### src/rtl/palette_pkg.sv
// Shared types and constants for the two-requester palette arbiter.
package palette_pkg;

    localparam int N_REQ   = 2;
    localparam int IDX_W   = 4;
    localparam int COLOR_W = 4;

    typedef logic [COLOR_W-1:0] color_t;

    typedef struct packed {
        color_t red;
        color_t green;
        color_t blue;
    } rgb_t;

    typedef logic [$clog2(N_REQ)-1:0] req_id_t;

    // One registered response slot as seen downstream.
    typedef struct packed {
        logic    valid;
        req_id_t id;
        rgb_t    rgb;
        logic    transparent;
    } rsp_t;

    // With two requesters the round-robin successor is simply the other one.
    function automatic req_id_t rr_other(input req_id_t id);
        return req_id_t'(~id);
    endfunction

endpackage

### src/rtl/palette_arbiter_if.sv
// Request, palette-lookup and response signals of the palette arbiter.
interface palette_arbiter_if #(
    parameter int BANK_W = 3
);
    import palette_pkg::*;

    // Requester side
    logic [N_REQ-1:0]             req_valid;
    logic [N_REQ-1:0][IDX_W-1:0]  req_index;
    logic [N_REQ-1:0][BANK_W-1:0] req_bank;
    logic [N_REQ-1:0]             req_ready;

    // Shared combinational palette lookup
    logic [IDX_W-1:0]   pal_index;
    logic [BANK_W-1:0]  pal_bank;
    color_t             pal_red;
    color_t             pal_green;
    color_t             pal_blue;

    // Registered response
    logic    rsp_valid;
    req_id_t rsp_id;
    color_t  rsp_red;
    color_t  rsp_green;
    color_t  rsp_blue;
    logic    rsp_transparent;
    logic    rsp_ready;

    // Arbiter view
    modport slave (
        input  req_valid, req_index, req_bank,
        input  pal_red, pal_green, pal_blue,
        input  rsp_ready,
        output req_ready,
        output pal_index, pal_bank,
        output rsp_valid, rsp_id, rsp_red, rsp_green, rsp_blue, rsp_transparent
    );

    // Requesters, palette ROM and downstream consumer view
    modport master (
        output req_valid, req_index, req_bank,
        output pal_red, pal_green, pal_blue,
        output rsp_ready,
        input  req_ready,
        input  pal_index, pal_bank,
        input  rsp_valid, rsp_id, rsp_red, rsp_green, rsp_blue, rsp_transparent
    );

endinterface

### src/rtl/palette_rr_arbiter.sv
// Two-way round-robin grant decode with the last_grant history register.
module palette_rr_arbiter
    import palette_pkg::*;
(
    input  logic             clk_i,
    input  logic             rst_n_i,
    input  logic [N_REQ-1:0] req_valid_i,
    input  logic             slot_free_i,
    output logic [N_REQ-1:0] grant_o,
    output logic             grant_valid_o,
    output req_id_t          grant_id_o,
    output req_id_t          last_grant_o
);

    req_id_t last_grant_q;
    req_id_t last_grant_d;
    req_id_t preferred;

    assign preferred = rr_other(last_grant_q);

    // Grant decode: prefer the requester not served last, else fall back to the other.
    always_comb begin
        // NOTE: every output gets a default first so no path through this block infers a latch.
        grant_valid_o = 1'b0;
        grant_id_o    = last_grant_q;
        grant_o       = '0;
        if (rst_n_i && slot_free_i) begin
            if (req_valid_i[preferred]) begin
                grant_valid_o = 1'b1;
                grant_id_o    = preferred;
            end else if (req_valid_i[last_grant_q]) begin
                grant_valid_o = 1'b1;
                grant_id_o    = last_grant_q;
            end
        end
        if (grant_valid_o) begin
            grant_o[grant_id_o] = 1'b1;
        end
        last_grant_d = grant_valid_o ? grant_id_o : last_grant_q;
    end

    // History register; reset to 1 so requester 0 wins the first tie.
    always_ff @(posedge clk_i) begin
        // NOTE: state is updated with non-blocking assignments so all flops sample pre-edge values.
        if (!rst_n_i) begin
            last_grant_q <= req_id_t'(1);
        end else begin
            last_grant_q <= last_grant_d;
        end
    end

    assign last_grant_o = last_grant_q;

endmodule

### src/rtl/palette_arbiter.sv
// Arbitrates two sprite requesters onto one shared palette lookup and
// registers the looked-up colour into a single backpressured response slot.
module palette_arbiter
    import palette_pkg::*;
#(
    parameter logic [IDX_W-1:0] TRANSPARENT_INDEX = 4'h0,
    parameter int               BANK_W            = 3
) (
    input  logic          Clk,
    input  logic          Reset_n,
    palette_arbiter_if.slave bus
);

    logic             slot_free;
    logic [N_REQ-1:0] grant;
    logic             grant_valid;
    req_id_t          grant_id;
    req_id_t          last_grant;
    req_id_t          sel;
    logic [IDX_W-1:0] pal_index;
    logic [BANK_W-1:0] pal_bank;
    rsp_t             rsp_q;
    rsp_t             rsp_d;

    // The slot can take a new response when empty or being drained this cycle.
    assign slot_free = !rsp_q.valid || bus.rsp_ready;

    palette_rr_arbiter u_rr (
        .clk_i         (Clk),
        .rst_n_i       (Reset_n),
        .req_valid_i   (bus.req_valid),
        .slot_free_i   (slot_free),
        .grant_o       (grant),
        .grant_valid_o (grant_valid),
        .grant_id_o    (grant_id),
        .last_grant_o  (last_grant)
    );

    assign bus.req_ready = grant;

    // Lookup mux follows the grant, or parks on last_grant when idle.
    assign sel       = grant_valid ? grant_id : last_grant;
    assign pal_index = bus.req_index[sel];
    assign pal_bank  = bus.req_bank[sel];
    assign bus.pal_index = pal_index;
    assign bus.pal_bank  = pal_bank;

    // Next response: load on transfer, drop valid when drained, otherwise hold.
    always_comb begin
        rsp_d = rsp_q;
        if (grant_valid) begin
            rsp_d.valid       = 1'b1;
            rsp_d.id          = grant_id;
            rsp_d.rgb         = '{red: bus.pal_red, green: bus.pal_green, blue: bus.pal_blue};
            rsp_d.transparent = (pal_index == TRANSPARENT_INDEX);
        end else if (bus.rsp_ready) begin
            rsp_d.valid = 1'b0;
        end
    end

    // Response register; reset discards any held response.
    always_ff @(posedge Clk) begin
        if (!Reset_n) begin
            rsp_q <= '0;
        end else begin
            rsp_q <= rsp_d;
        end
    end

    assign bus.rsp_valid       = rsp_q.valid;
    assign bus.rsp_id          = rsp_q.id;
    assign bus.rsp_red         = rsp_q.rgb.red;
    assign bus.rsp_green       = rsp_q.rgb.green;
    assign bus.rsp_blue        = rsp_q.rgb.blue;
    assign bus.rsp_transparent = rsp_q.transparent;

endmodule

### src/flat_wrapper.sv
// flat-port wrapper written by rule: the top's interface ports become plain ports
module palette_arbiter_flat import palette_pkg::*;
#(
    parameter logic [IDX_W-1:0] TRANSPARENT_INDEX = 4'h0,
    parameter int               BANK_W            = 3
)
  (Clk, Reset_n, bus_req_valid, bus_req_index, bus_req_bank, bus_pal_red, bus_pal_green, bus_pal_blue, bus_rsp_ready, bus_req_ready, bus_pal_index, bus_pal_bank, bus_rsp_valid, bus_rsp_id, bus_rsp_red, bus_rsp_green, bus_rsp_blue, bus_rsp_transparent);
  palette_arbiter_if #(.BANK_W(BANK_W)) bus_i ();
  input  logic Clk;
  input  logic Reset_n;
  input wire logic [$bits(bus_i.req_valid)-1:0] bus_req_valid;
  input wire logic [$bits(bus_i.req_index)-1:0] bus_req_index;
  input wire logic [$bits(bus_i.req_bank)-1:0] bus_req_bank;
  input wire logic [$bits(bus_i.pal_red)-1:0] bus_pal_red;
  input wire logic [$bits(bus_i.pal_green)-1:0] bus_pal_green;
  input wire logic [$bits(bus_i.pal_blue)-1:0] bus_pal_blue;
  input wire logic [$bits(bus_i.rsp_ready)-1:0] bus_rsp_ready;
  output wire logic [$bits(bus_i.req_ready)-1:0] bus_req_ready;
  output wire logic [$bits(bus_i.pal_index)-1:0] bus_pal_index;
  output wire logic [$bits(bus_i.pal_bank)-1:0] bus_pal_bank;
  output wire logic [$bits(bus_i.rsp_valid)-1:0] bus_rsp_valid;
  output wire logic [$bits(bus_i.rsp_id)-1:0] bus_rsp_id;
  output wire logic [$bits(bus_i.rsp_red)-1:0] bus_rsp_red;
  output wire logic [$bits(bus_i.rsp_green)-1:0] bus_rsp_green;
  output wire logic [$bits(bus_i.rsp_blue)-1:0] bus_rsp_blue;
  output wire logic [$bits(bus_i.rsp_transparent)-1:0] bus_rsp_transparent;
  assign bus_i.req_valid = bus_req_valid;
  assign bus_i.req_index = bus_req_index;
  assign bus_i.req_bank = bus_req_bank;
  assign bus_i.pal_red = bus_pal_red;
  assign bus_i.pal_green = bus_pal_green;
  assign bus_i.pal_blue = bus_pal_blue;
  assign bus_i.rsp_ready = bus_rsp_ready;
  assign bus_req_ready = bus_i.req_ready;
  assign bus_pal_index = bus_i.pal_index;
  assign bus_pal_bank = bus_i.pal_bank;
  assign bus_rsp_valid = bus_i.rsp_valid;
  assign bus_rsp_id = bus_i.rsp_id;
  assign bus_rsp_red = bus_i.rsp_red;
  assign bus_rsp_green = bus_i.rsp_green;
  assign bus_rsp_blue = bus_i.rsp_blue;
  assign bus_rsp_transparent = bus_i.rsp_transparent;
  palette_arbiter #(.TRANSPARENT_INDEX(TRANSPARENT_INDEX), .BANK_W(BANK_W)) u_core (.Clk(Clk), .Reset_n(Reset_n), .bus(bus_i));
endmodule
### config.mk
export PLATFORM = sky130hd
export DESIGN_NAME = palette_arbiter_flat
export DESIGN_NICKNAME = d
export VERILOG_FILES = /design/src/rtl/palette_pkg.sv /design/src/rtl/palette_arbiter_if.sv /design/src/rtl/palette_rr_arbiter.sv /design/src/rtl/palette_arbiter.sv /design/src/flat_wrapper.sv
export SDC_FILE = /design/constraint.sdc
export NUM_CORES = 1
export LEC_CHECK = 0
export CORE_MARGIN = 5
export CORE_UTILIZATION = 38
export DETAILED_ROUTE_END_ITERATION = 7
export PLACE_DENSITY = 0.85
export SLEW_MARGIN = 20
export SYNTH_ARGS = -nofsm -noshare
export SYNTH_HDL_FRONTEND = slang
export SYNTH_SLANG_ARGS = --single-unit
### constraint.sdc
create_clock -name Clk -period 4.22 [get_ports Clk]
set_clock_uncertainty 0.1 [all_clocks]
set_input_delay 0.633 -clock Clk [delete_from_list [all_inputs] [get_ports Clk]]
set_output_delay 0.633 -clock Clk [all_outputs]
set_load 0.1 [all_outputs]
==> impl_metrics.csv <==
group,metric,value,unit
run_status,status,"completed",
global_routing,grt_antenna_before_repair,0,
critical_path,crit_fanout,10,
synth,synth.area.mux_share,0.253,
routing,via_per_inst,4.86,
power_and_ir_drop,p_switching,0.219,mW
cts,cts_tree,"done",
global_routing,grt_usage,0.154,
sta,period_share,0.763,
sta,final_max_slew_viol_count,0,
sta,tns,0,ns
power_and_ir_drop,combPwrFrac,0.489,
synth,syn_inst,77,
place,dp.cells,155,
cts,ctsResizeCount,0,
sta,period_minus_slack,3.22,ns
routing,routedWlPerCell,15.3,um
power_and_ir_drop,power_density,356,mW/mm^2
synth,synth_area_leaders,"dfxtp_1, mux2i_1, mux2_4, nor2b_1, buf_6",
synth,synth_edf_count,0,
synth,ys_types,29,
critical_path,required,3.49,ns
synth,synth-xor-area-share,0,
sta,rsz0062_at_grt,"false",
layout,stdcell_count,159,
critical_path,startpoint_type,"primary input",
critical_path,worstSetupPathType,"primary input to output pin",
synth,synth_compound_gate_area_share,0.113,
floorplan,die-height,56.7,um
sta,slew_headroom,0.340,
critical_path,crit_start,"Reset_n",
place,dpl_cell_area,0.00144,mm^2
synth,synthAdderAreaFrac,0,
global_routing,grt_pass1_wl,3860,um
cts,cts.sinks,16,
global_routing,grt_max_degree,16,
sta,setup_viol,0,
synth,synth_top_cell_by_area,"dfxtp_1",
power_and_ir_drop,intPower,0.306,mW
floorplan,ios,55,
critical_path,max_stage_delay,0.66,ns
job,cap_violations,0,
routing,ant_nets,0,
critical_path,worstPathArrival,2.49,ns
cts,cts_buffers,3,
synth,synth-main-ff-cell,"dfxtp_1",
global_routing,grt_overflow_total,0,
power_and_ir_drop,clock_power_share,0.196,
routing,drc,0,
synth,synth.yosys.seq_area_share,0.386,
sta,hold_viol,0,
sta,timing.fmax,0.311,GHz
cts,hold_buffers,0,
power_and_ir_drop,pwr-share-seq,0.316,
place,hpwl,1940,um
critical_path,r2r-start,"u_core.bus.rsp_valid",
synth,yosysWarnings,0,
cts,cts_setup_buffers,0,
floorplan,rows,17,
synth,synth_async_sr_flop_share,0,
worst_hold_path,min_path_type,"flop to flop",
synth,avgSynthCellArea,10.8,um^2
power_and_ir_drop,cellLeakagePower,0.635,nW
layout,drive_above_1_share,0.176,
layout,area_growth,77.8,%
layout,num_antenna_cells,0,
routing,first_iter_violations,10,
synth,synthesis.area,830,um^2
place,place.gp.congestion,0.752,
power_and_ir_drop,switching_share,0.417,
synth,yosys_register_bits,16,
synth,syn_nets,108,
cts,clk_path_buf_depth,2,
cts,clk_pin_slew,0.09,ns
critical_path,cp-end-kind,"output pin",
synth,synthMostInstantiatedCell,"dfxtp_1",
synth,yosys-top-cells-count,"dfxtp_1, mux2i_1, nor2b_1, mux2_4",
synth,synth_top_area_share,0.386,
global_routing,grt_pass1_vias,820,
power_and_ir_drop,vdd_drop_max,258,uV
routing,vias,773,
critical_path,path_cells,"clkdlybuf4s50_1, and3_4, o22a_1, mux2_4, buf_12",
floorplan,core_area,0.00215,mm^2
layout,final_nets,163,
cts,clk_latency,0.29,ns
critical_path,worstPathBufferInverterCount,2,
synth,yosys.area_share.simple,0.187,
floorplan,dieWidth,56.7,um
worst_hold_path,min_from,"u_core.bus.rsp_transparent",
place,port_buffers,54,
floorplan,dieArea,0.00322,mm^2
layout,stdcell_area,0.00148,mm^2
floorplan,start_util,0.386,
routing,drt_wl_total,2440,um
cts,cts_root_buffer,"clkbuf_4",
synth,synth_top_family_by_area,"multiplexers",
sta,worstMarginPinSlew,0.987,ns
cts,htreeDepth,1,
critical_path,cp_slowest_cell,"clkdlybuf4s50_1",
routing,firstDrtPassIters,4,
critical_path,cp_top_family,"buffers and inverters",
worst register-to-register path: cells and delay by family, from the launching register on:
family | cells | cell delay (ns)
simple gates | 3 | 0.49
compound gates | 1 | 0.35
flops | 1 | 0.38
cell usage in the layout, fill, tap and decap left out, types with 2 or more instances in the layout:
cell / synthesis / layout
dfxtp_1: 16 / 16
mux2i_1: 12 / 12
clkbuf_4: 0 / 3
mux2_4: 6 / 6
nor2_1: 2 / 2
nand2_1: 3 / 3
buf_4: 1 / 3
clkdlybuf4s50_1: 0 / 45
inv_1: 3 / 3
nor2b_1: 12 / 12
buf_12: 0 / 7
cell families (layout without fill, tap and decap cells):
group,after synthesis,count (layout)
buffers and inverters,8,62
AO/OA/AOI/OAI,11,11
AND/OR/NAND/NOR,24,24
multiplexers,18,18
flip-flops,16,16
registers in the layout, indices dropped and copies added, names as in the netlist:
name	flops
u_core.bus.rsp_blue	4
u_core.bus.rsp_green	4
u_core.bus.rsp_red	4
u_core.bus.rsp_id	1
u_core.bus.rsp_transparent	1
u_core.bus.rsp_valid	1
u_core.u_rr.last_grant_o	1
through the flow:
step | util | power [mW] | setup WS, ns | hold slack [ns]
finish | 0.687 | 0.525 | 1.00 | 0.386
global route | 0.687 | 0.543 | 0.921 | 0.459
CTS | 0.687 | 0.528 | 0.996 | 0.389
detailed placement | 0.670 | 0.427 | 1.01 | 0.370
global placement | 0.670 | 0.423 | 1.06 | 0.363
floorplan | - | 0.343 | 0.531 | 0.600
cell type report:
cell class / count / area [um^2]
clock buffer: 4 / 36.3
fill: 175 / 673
multi-input combinational: 53 / 459
tap: 28 / 35.0
inverter: 3 / 11.3
sequential: 16 / 320
timing repair buffer: 55 / 613
power groups by stage:
stage                     combinational, mW  clock [mW]  sequential [mW]
after CTS                             0.258       0.104            0.166
after global routing                  0.265       0.111            0.167
final                                 0.257       0.103            0.166
after floorplan                       0.112           0            0.231
after global placement                0.254           0            0.169
after detailed placement              0.258           0            0.169
worst paths after layout:
path | end | slack [ns] | cells past startpoint
worst max-delay path | bus_pal_index[2] | 1.00 | 5
worst min-delay path | u_core.bus.rsp_transparent | 0.39 | 2
worst max register to register | u_core.u_rr.last_grant_o | 2.78 | 4
worst min register to register | u_core.bus.rsp_transparent | 0.39 | 2
per-layer routing:
metal | share of wire | vias up | wire [um] | global-route usage
li1 | - | 377 | - | -
met1 | 0.45 | 346 | 1110 | 0.184
met2 | 0.45 | 46 | 1090 | 0.254
met3 | 0.077 | 4 | 189 | 0.0391
met4 | 0.018 | 0 | 44 | 0.0712
met5 | 0 | - | 0 | 0
Note: power is estimated with default switching activity, not from simulation.
